--- src/rtl/pc_unit_pkg.sv ---
// pc_unit_pkg: shared types and defaults for the program counter unit.
//   pc_sel_t      - next-pc source select driven by control_unit
//   PC_ADDR_WIDTH - default width of pc, jump targets and return addresses
package pc_unit_pkg;

  localparam int unsigned PC_ADDR_WIDTH = 16;

  typedef enum logic [1:0] {
    PC_SEQ    = 2'b00,
    PC_JUMP   = 2'b01,
    PC_RETURN = 2'b10,
    PC_BRANCH = 2'b11
  } pc_sel_t;

endpackage

--- src/rtl/return_address_stack.sv ---
// return_address_stack: LIFO of return addresses with overflow/underflow flag.
//   clk, reset  - clock, asynchronous active-high reset (pointer and flag only)
//   push        - write push_data above the current top
//   pop         - discard the current top
//   push & pop  - replace the current top (plain push when empty)
//   push_data   - address to store
//   top         - entry below the pointer, 0 when empty
//   empty, full - occupancy decoded from the pointer
//   error       - sticky: push while full or pop while empty
module return_address_stack
  import pc_unit_pkg::*;
#(
  parameter int unsigned ADDR_WIDTH  = PC_ADDR_WIDTH,
  parameter int unsigned STACK_DEPTH = 8
) (
  input  logic                  clk,
  input  logic                  reset,
  input  logic                  push,
  input  logic                  pop,
  input  logic [ADDR_WIDTH-1:0] push_data,
  output logic [ADDR_WIDTH-1:0] top,
  output logic                  empty,
  output logic                  full,
  output logic                  error
);

  localparam int unsigned IDX_W = $clog2(STACK_DEPTH);
  localparam int unsigned PTR_W = IDX_W + 1;

  logic [ADDR_WIDTH-1:0] mem [STACK_DEPTH];
  logic [PTR_W-1:0]      ptr;
  logic [PTR_W-1:0]      ptr_next;
  logic [IDX_W-1:0]      top_idx;
  logic [IDX_W-1:0]      wr_idx;
  logic                  do_write;
  logic                  err_set;

  assign top_idx = IDX_W'(ptr - PTR_W'(1));
  assign empty   = (ptr == '0);
  assign full    = (ptr == PTR_W'(STACK_DEPTH));
  assign top     = empty ? '0 : mem[top_idx];

  always_comb begin
    ptr_next = ptr;
    wr_idx   = ptr[IDX_W-1:0];
    do_write = 1'b0;
    err_set  = 1'b0;
    unique case ({push, pop})
      2'b10: begin
        if (full) begin
          err_set = 1'b1;
        end else begin
          do_write = 1'b1;
          ptr_next = ptr + PTR_W'(1);
        end
      end
      2'b01: begin
        if (empty) begin
          err_set = 1'b1;
        end else begin
          ptr_next = ptr - PTR_W'(1);
        end
      end
      2'b11: begin
        // Replace the top in place; an empty stack has no top, so push instead.
        do_write = 1'b1;
        if (empty) begin
          ptr_next = ptr + PTR_W'(1);
        end else begin
          wr_idx = top_idx;
        end
      end
      default: ;
    endcase
  end

  always_ff @(posedge clk or posedge reset) begin
    if (reset) begin
      ptr   <= '0;
      error <= 1'b0;
    end else begin
      ptr <= ptr_next;
      if (err_set) begin
        error <= 1'b1;
      end
    end
  end

  // Entry storage is deliberately left out of reset.
  always_ff @(posedge clk) begin
    if (do_write) begin
      mem[wr_idx] <= push_data;
    end
  end

endmodule

--- src/rtl/program_counter_unit.sv ---
// program_counter_unit: program counter register, next-pc mux and return stack.
//   clk, reset           - clock, asynchronous active-high reset
//   pc_increment_control - advance in SEQ mode (0 holds pc)
//   pc_control           - next-pc select (pc_sel_t)
//   branch, alu_zero     - branch taken when both set in BRANCH mode
//   stack_write_enable   - push pc+1 (call)
//   stack_control        - pop top of stack (return)
//   jump_target          - immediate target for JUMP / taken BRANCH
//   pc                   - registered program counter
//   return_address       - current top of stack, 0 when empty
//   stack_empty/full     - stack occupancy
//   stack_error          - sticky overflow/underflow flag
module program_counter_unit
  import pc_unit_pkg::*;
#(
  parameter int unsigned          ADDR_WIDTH   = PC_ADDR_WIDTH,
  parameter int unsigned          STACK_DEPTH  = 8,
  parameter logic [ADDR_WIDTH-1:0] RESET_VECTOR = '0
) (
  input  logic                  clk,
  input  logic                  reset,
  input  logic                  pc_increment_control,
  input  logic [1:0]            pc_control,
  input  logic                  branch,
  input  logic                  alu_zero,
  input  logic                  stack_write_enable,
  input  logic                  stack_control,
  input  logic [ADDR_WIDTH-1:0] jump_target,
  output logic [ADDR_WIDTH-1:0] pc,
  output logic [ADDR_WIDTH-1:0] return_address,
  output logic                  stack_empty,
  output logic                  stack_full,
  output logic                  stack_error
);

  pc_sel_t               pc_sel;
  logic [ADDR_WIDTH-1:0] pc_plus_one;
  logic [ADDR_WIDTH-1:0] pc_next;

  assign pc_sel      = pc_sel_t'(pc_control);
  assign pc_plus_one = pc + ADDR_WIDTH'(1);

  return_address_stack #(
    .ADDR_WIDTH (ADDR_WIDTH),
    .STACK_DEPTH(STACK_DEPTH)
  ) u_ras (
    .clk      (clk),
    .reset    (reset),
    .push     (stack_write_enable),
    .pop      (stack_control),
    .push_data(pc_plus_one),
    .top      (return_address),
    .empty    (stack_empty),
    .full     (stack_full),
    .error    (stack_error)
  );

  always_comb begin
    pc_next = pc;
    unique case (pc_sel)
      PC_SEQ:    pc_next = pc_increment_control ? pc_plus_one : pc;
      PC_JUMP:   pc_next = jump_target;
      PC_RETURN: pc_next = stack_empty ? pc : return_address;
      PC_BRANCH: pc_next = (branch && alu_zero) ? jump_target : pc_plus_one;
    endcase
  end

  always_ff @(posedge clk or posedge reset) begin
    if (reset) begin
      pc <= RESET_VECTOR;
    end else begin
      pc <= pc_next;
    end
  end

endmodule

--- config.mk ---
export PLATFORM = sky130hd
export DESIGN_NAME = program_counter_unit
export DESIGN_NICKNAME = d
export VERILOG_FILES = /design/src/rtl/pc_unit_pkg.sv /design/src/rtl/return_address_stack.sv /design/src/rtl/program_counter_unit.sv
export SDC_FILE = /design/constraint.sdc
export NUM_CORES = 1
export LEC_CHECK = 0
export CAP_MARGIN = 20
export CORE_ASPECT_RATIO = 1.2
export CORE_MARGIN = 2
export CORE_UTILIZATION = 62
export DETAILED_ROUTE_END_ITERATION = 12
export GPL_TIMING_DRIVEN = 1
export PLACE_DENSITY = 0.89
export SYNTH_ARGS = -nofsm -noshare
export SYNTH_HDL_FRONTEND = slang
export SYNTH_SLANG_ARGS = --single-unit
--- constraint.sdc ---
create_clock -name clk -period 7.6 [get_ports clk]
set_clock_uncertainty 0.15 [all_clocks]
set_input_delay 1.14 -clock clk [delete_from_list [all_inputs] [get_ports clk]]
set_output_delay 1.14 -clock clk [all_outputs]
set_load 0.03 [all_outputs]
==> metrics.md <==
| Metric | Value |
|---|---|
| Dpl hpwl | `10.5 mm` |
| Drt wl/cell | `27.4 um` |
| Top_reg_cell synth | `edfxtp_1` |
| Die X-Extent | `99.7 um` |
| Non-Filler Instances | `642` |
| CTS tree | `done` |
| Min cycle time layout | `5920 ps` |
| Sum of negative setup slack | `0 ps` |
| Register area share after synthesis | `64.2%` |
| Finished Cell Area | `8120 um2` |
| Setup WS pre-CTS | `2210 ps` |
| Clock-pin slew on the worst setup and hold paths | `60 ps` |
| Maximum VDD drop | `0.341 mV` |
| Yosys top cell by area | `edfxtp_1` |
| Inst Count DP | `607` |
| Post_cts resized | `0` |
| Net total in the final layout | `533` |
| First-pass GRT wire length | `26.4 mm` |
| Crit path buffers/inverters | `4` |
| Routed WL | `17.6 mm` |
| Clk root buf | `clkbuf_16` |
| Initial Utilization | `64.1%` |
| CP Max Fanout | `31` |
| Post-route setup slack | `1680 ps` |
| PD cells | `516 nW/um2` |
| Top Ports | `60` |
| Gate Count Post-Synth | `435` |
| Clock Tree Buf Depth | `2` |
| Largest net degree at the start of global routing | `32` |
| Vias in the first global route | `4,617` |
| Final setup fails | `0` |
| Utilization after layout | `76.4%` |
| Final Hold Vio Count | `0` |
| Register bit count reported by yosys | `149` |
| Tightest Pin Transition | `1170 ps` |
| Post-DP Area | `7460 um2` |
| Synth Warn # | `0` |
| Iter 0 DRT Violations | `509` |
| Area growth from synthesis to layout | `19.2%` |
| Post-synth EDFFs | `128` |
| Cell Area, Synth | `6810 um2` |
| RSZ-0062 raised after global routing | `false` |
| Clock sinks | `149` |
| Worst skew pair latency | `420 ps` |
| Relative slew margins | `22.0%` |
| Post-route DRC | `0` |
| H-Tree Depth | `4` |
| CP top delay family | `buffers and inverters` |
| Total track usage | `31.2%` |
| FILL cells | `580` |
| Post-CTS Setup Repair Bufs | `0` |
| DR vias | `4,536` |
| Multi-input logic area | `2260 um2` |
| Total power draw | `4.19 mW` |
| Die height | `119 um` |
| Ant diodes | `0` |
| Die footprint | `11,800 um2` |
| Worst Path Required | `6310 ps` |
| GPL Wtd Cong | `0.820` |
| FF+latch area | `4370 um2` |
| Avg Vias per Cell | `7.07` |
| Port Buf Inserts | `59` |
| Core box area | `10,600 um2` |
| CTS Buf Count | `17` |
| Critical path, cell by cell | `buf_4, inv_2, ha_1, inv_2, mux4_2, nand2_1, a21oi_1, clkdlybuf4s50_1` |
| Hold Path Class | `flop to flop` |
| Cell variety after synth | `64` |
| Critical Path Sink Type | `output port` |
| Max incr delay on CP | `1080 ps` |
| Hold WS | `357 ps` |
| Final worst-path cycle share | `78.0%` |
| Slew Viols, Final | `0` |
| Rows | `41` |
| Slowest library cell on the worst path | `ha_1` |
| Average size of a mapped cell | `15.7 um2` |
| DRT Pass-1 Iters | `5` |
| Post-CTS Hold Buffers | `0` |
| Critical path arrival | `4630 ps` |
| Max Cap Viol | `0` |
| Share of cells above drive strength 1 | `17.7%` |
| Remaining global-route overflow | `0` |
| Net Count, Synth | `468` |
| Asr flop ratio synth | `14.1%` |
| Post-route ant nets | `0` |
| Initial antenna violation count | `0` |
| Max Clock Freq | `0.169 GHz` |
| Cell mode on critical path | `inv_2` |
| Status | `finished clean` |
| P_leak | `2.89 nW` |
| Area share of the largest cell type after synthesis | `56.4%` |
| Startpoint Class | `flop` |
| Main area contributors after synthesis | `edfxtp_1 56%, mux4_2 11%, dfrtp_1 7.7%, mux2i_1 2.1%, nor2_1 1.7%` |
| Setup CP Type | `flop to output port` |
-- routing by layer --
layer  track usage [%]  vias up  routed length [um]
met2              49.7      389                8590
met5                 0        -                   0
li1                  -     1841                   -
met3              9.45       83                2030
met1              39.0     2223                6060
met4              15.4        0                 886
-- power by group --
part	internal, mW	total (mW)	switching [mW]
clock network	0.518	0.856	0.338
logic	0.801	1.98	1.18
registers	1.20	1.35	0.150
-- worst register-to-register path: stages (launching register included) --
cell       delay (ps)
dfrtp_1           320
buf_4             450
inv_2             280
ha_1             1090
inv_2             530
o32ai_1           500
o2bb2ai_1         190
and2_1            950
-- Yosys cell counts, types with 2 or more instances --
cell type / n
o2bb2ai_1: 2
a21o_1: 2
o21ai_0: 13
mux2_2: 3
dfrtp_1: 21
a221o_1: 5
and2_1: 7
ha_1: 8
a22o_1: 2
o32ai_1: 2
o22a_1: 5
a211o_1: 2
a2bb2oi_1: 2
a221oi_1: 2
nand2b_1: 2
and3_1: 4
o22ai_1: 2
a31oi_1: 3
nand2_1: 27
mux4_2: 32
xor2_1: 11
nand3_1: 9
inv_1: 10
a32oi_1: 5
buf_4: 3
nand4_1: 2
inv_2: 3
nor2b_1: 4
a21oi_1: 9
nor3_1: 8
mux2i_1: 14
nor2_1: 31
buf_6: 5
edfxtp_1: 128
xnor2_1: 7
buf_2: 6
a32o_1: 2
clkbuf_1: 6
-- cell families (layout without fill, tap and decap cells) --
| family | Yosys count | in the layout | share of synthesized area (%) |
|---|---|---|---|
| AOI/OAI and AO/OA | 68 | 68 | 7.68 |
| xor gates and xnor gates | 19 | 19 | 2.55 |
| adders and majority gates | 8 | 8 | 1.47 |
| buffers and inverters | 34 | 112 | 2.70 |
| DFF | 149 | 149 | 64.2 |
| muxes | 49 | 49 | 13.1 |
| and+or+nand+nor | 108 | 108 | 8.30 |
-- registers in the layout, indices dropped and copies added, names as in the netlist --
register / count
u_ras.mem: 128
pc: 16
u_ras.ptr: 4
u_ras.error: 1
-- worst paths after layout --
check | start | end | slack, ps | cells past startpoint
setup / recovery | u_ras.ptr[0]$_DFFE_PP0P_ | return_address[13] | 1680 | 8
hold / removal | u_ras.error$_DFFE_PP0P_ | u_ras.error$_DFFE_PP0P_ | 360 | 1
setup reg to reg | u_ras.ptr[0]$_DFFE_PP0P_ | u_ras.mem[4][13]$_DFFE_PP_ | 2740 | 7
hold reg to reg | u_ras.error$_DFFE_PP0P_ | u_ras.error$_DFFE_PP0P_ | 360 | 1
max in group asynchronous | reset | pc[0]$_DFFE_PP0P_ | 6180 | 3
min in group asynchronous | reset | pc[12]$_DFFE_PP0P_ | 760 | 2
-- final cells by class --
class / count / share of cell area (%)
Sequential cell: 149 / 53.8
Multi-Input combinational cell: 252 / 27.8
Timing Repair Buffer: 67 / 8.31
Clock buffer: 17 / 5.24
Clock inverter: 15 / 2.22
Tap cell: 129 / 1.99
Inverter: 13 / 0.601
-- cells in the final DEF, fill, tap and decap left out, drive strengths merged, types with 3 or more instances in the layout --
cell,n
buf,8
nor2,31
nor2b,4
ha,8
a21oi,9
nand3,9
mux4,32
a221o,5
clkdlybuf4s50,59
bufinv,3
edfxtp,128
and2,8
nand4,3
nor3,8
clkinv,7
and3,4
o22a,5
a21o,3
dfrtp,21
a32oi,5
nand2,28
xnor2,7
o21ai,13
mux2i,14
inv,15
clkbuf,17
clkinvlp,3
mux2,3
xor2,12
a31oi,3
No activity file was read; power rests on OpenSTA's default activity.
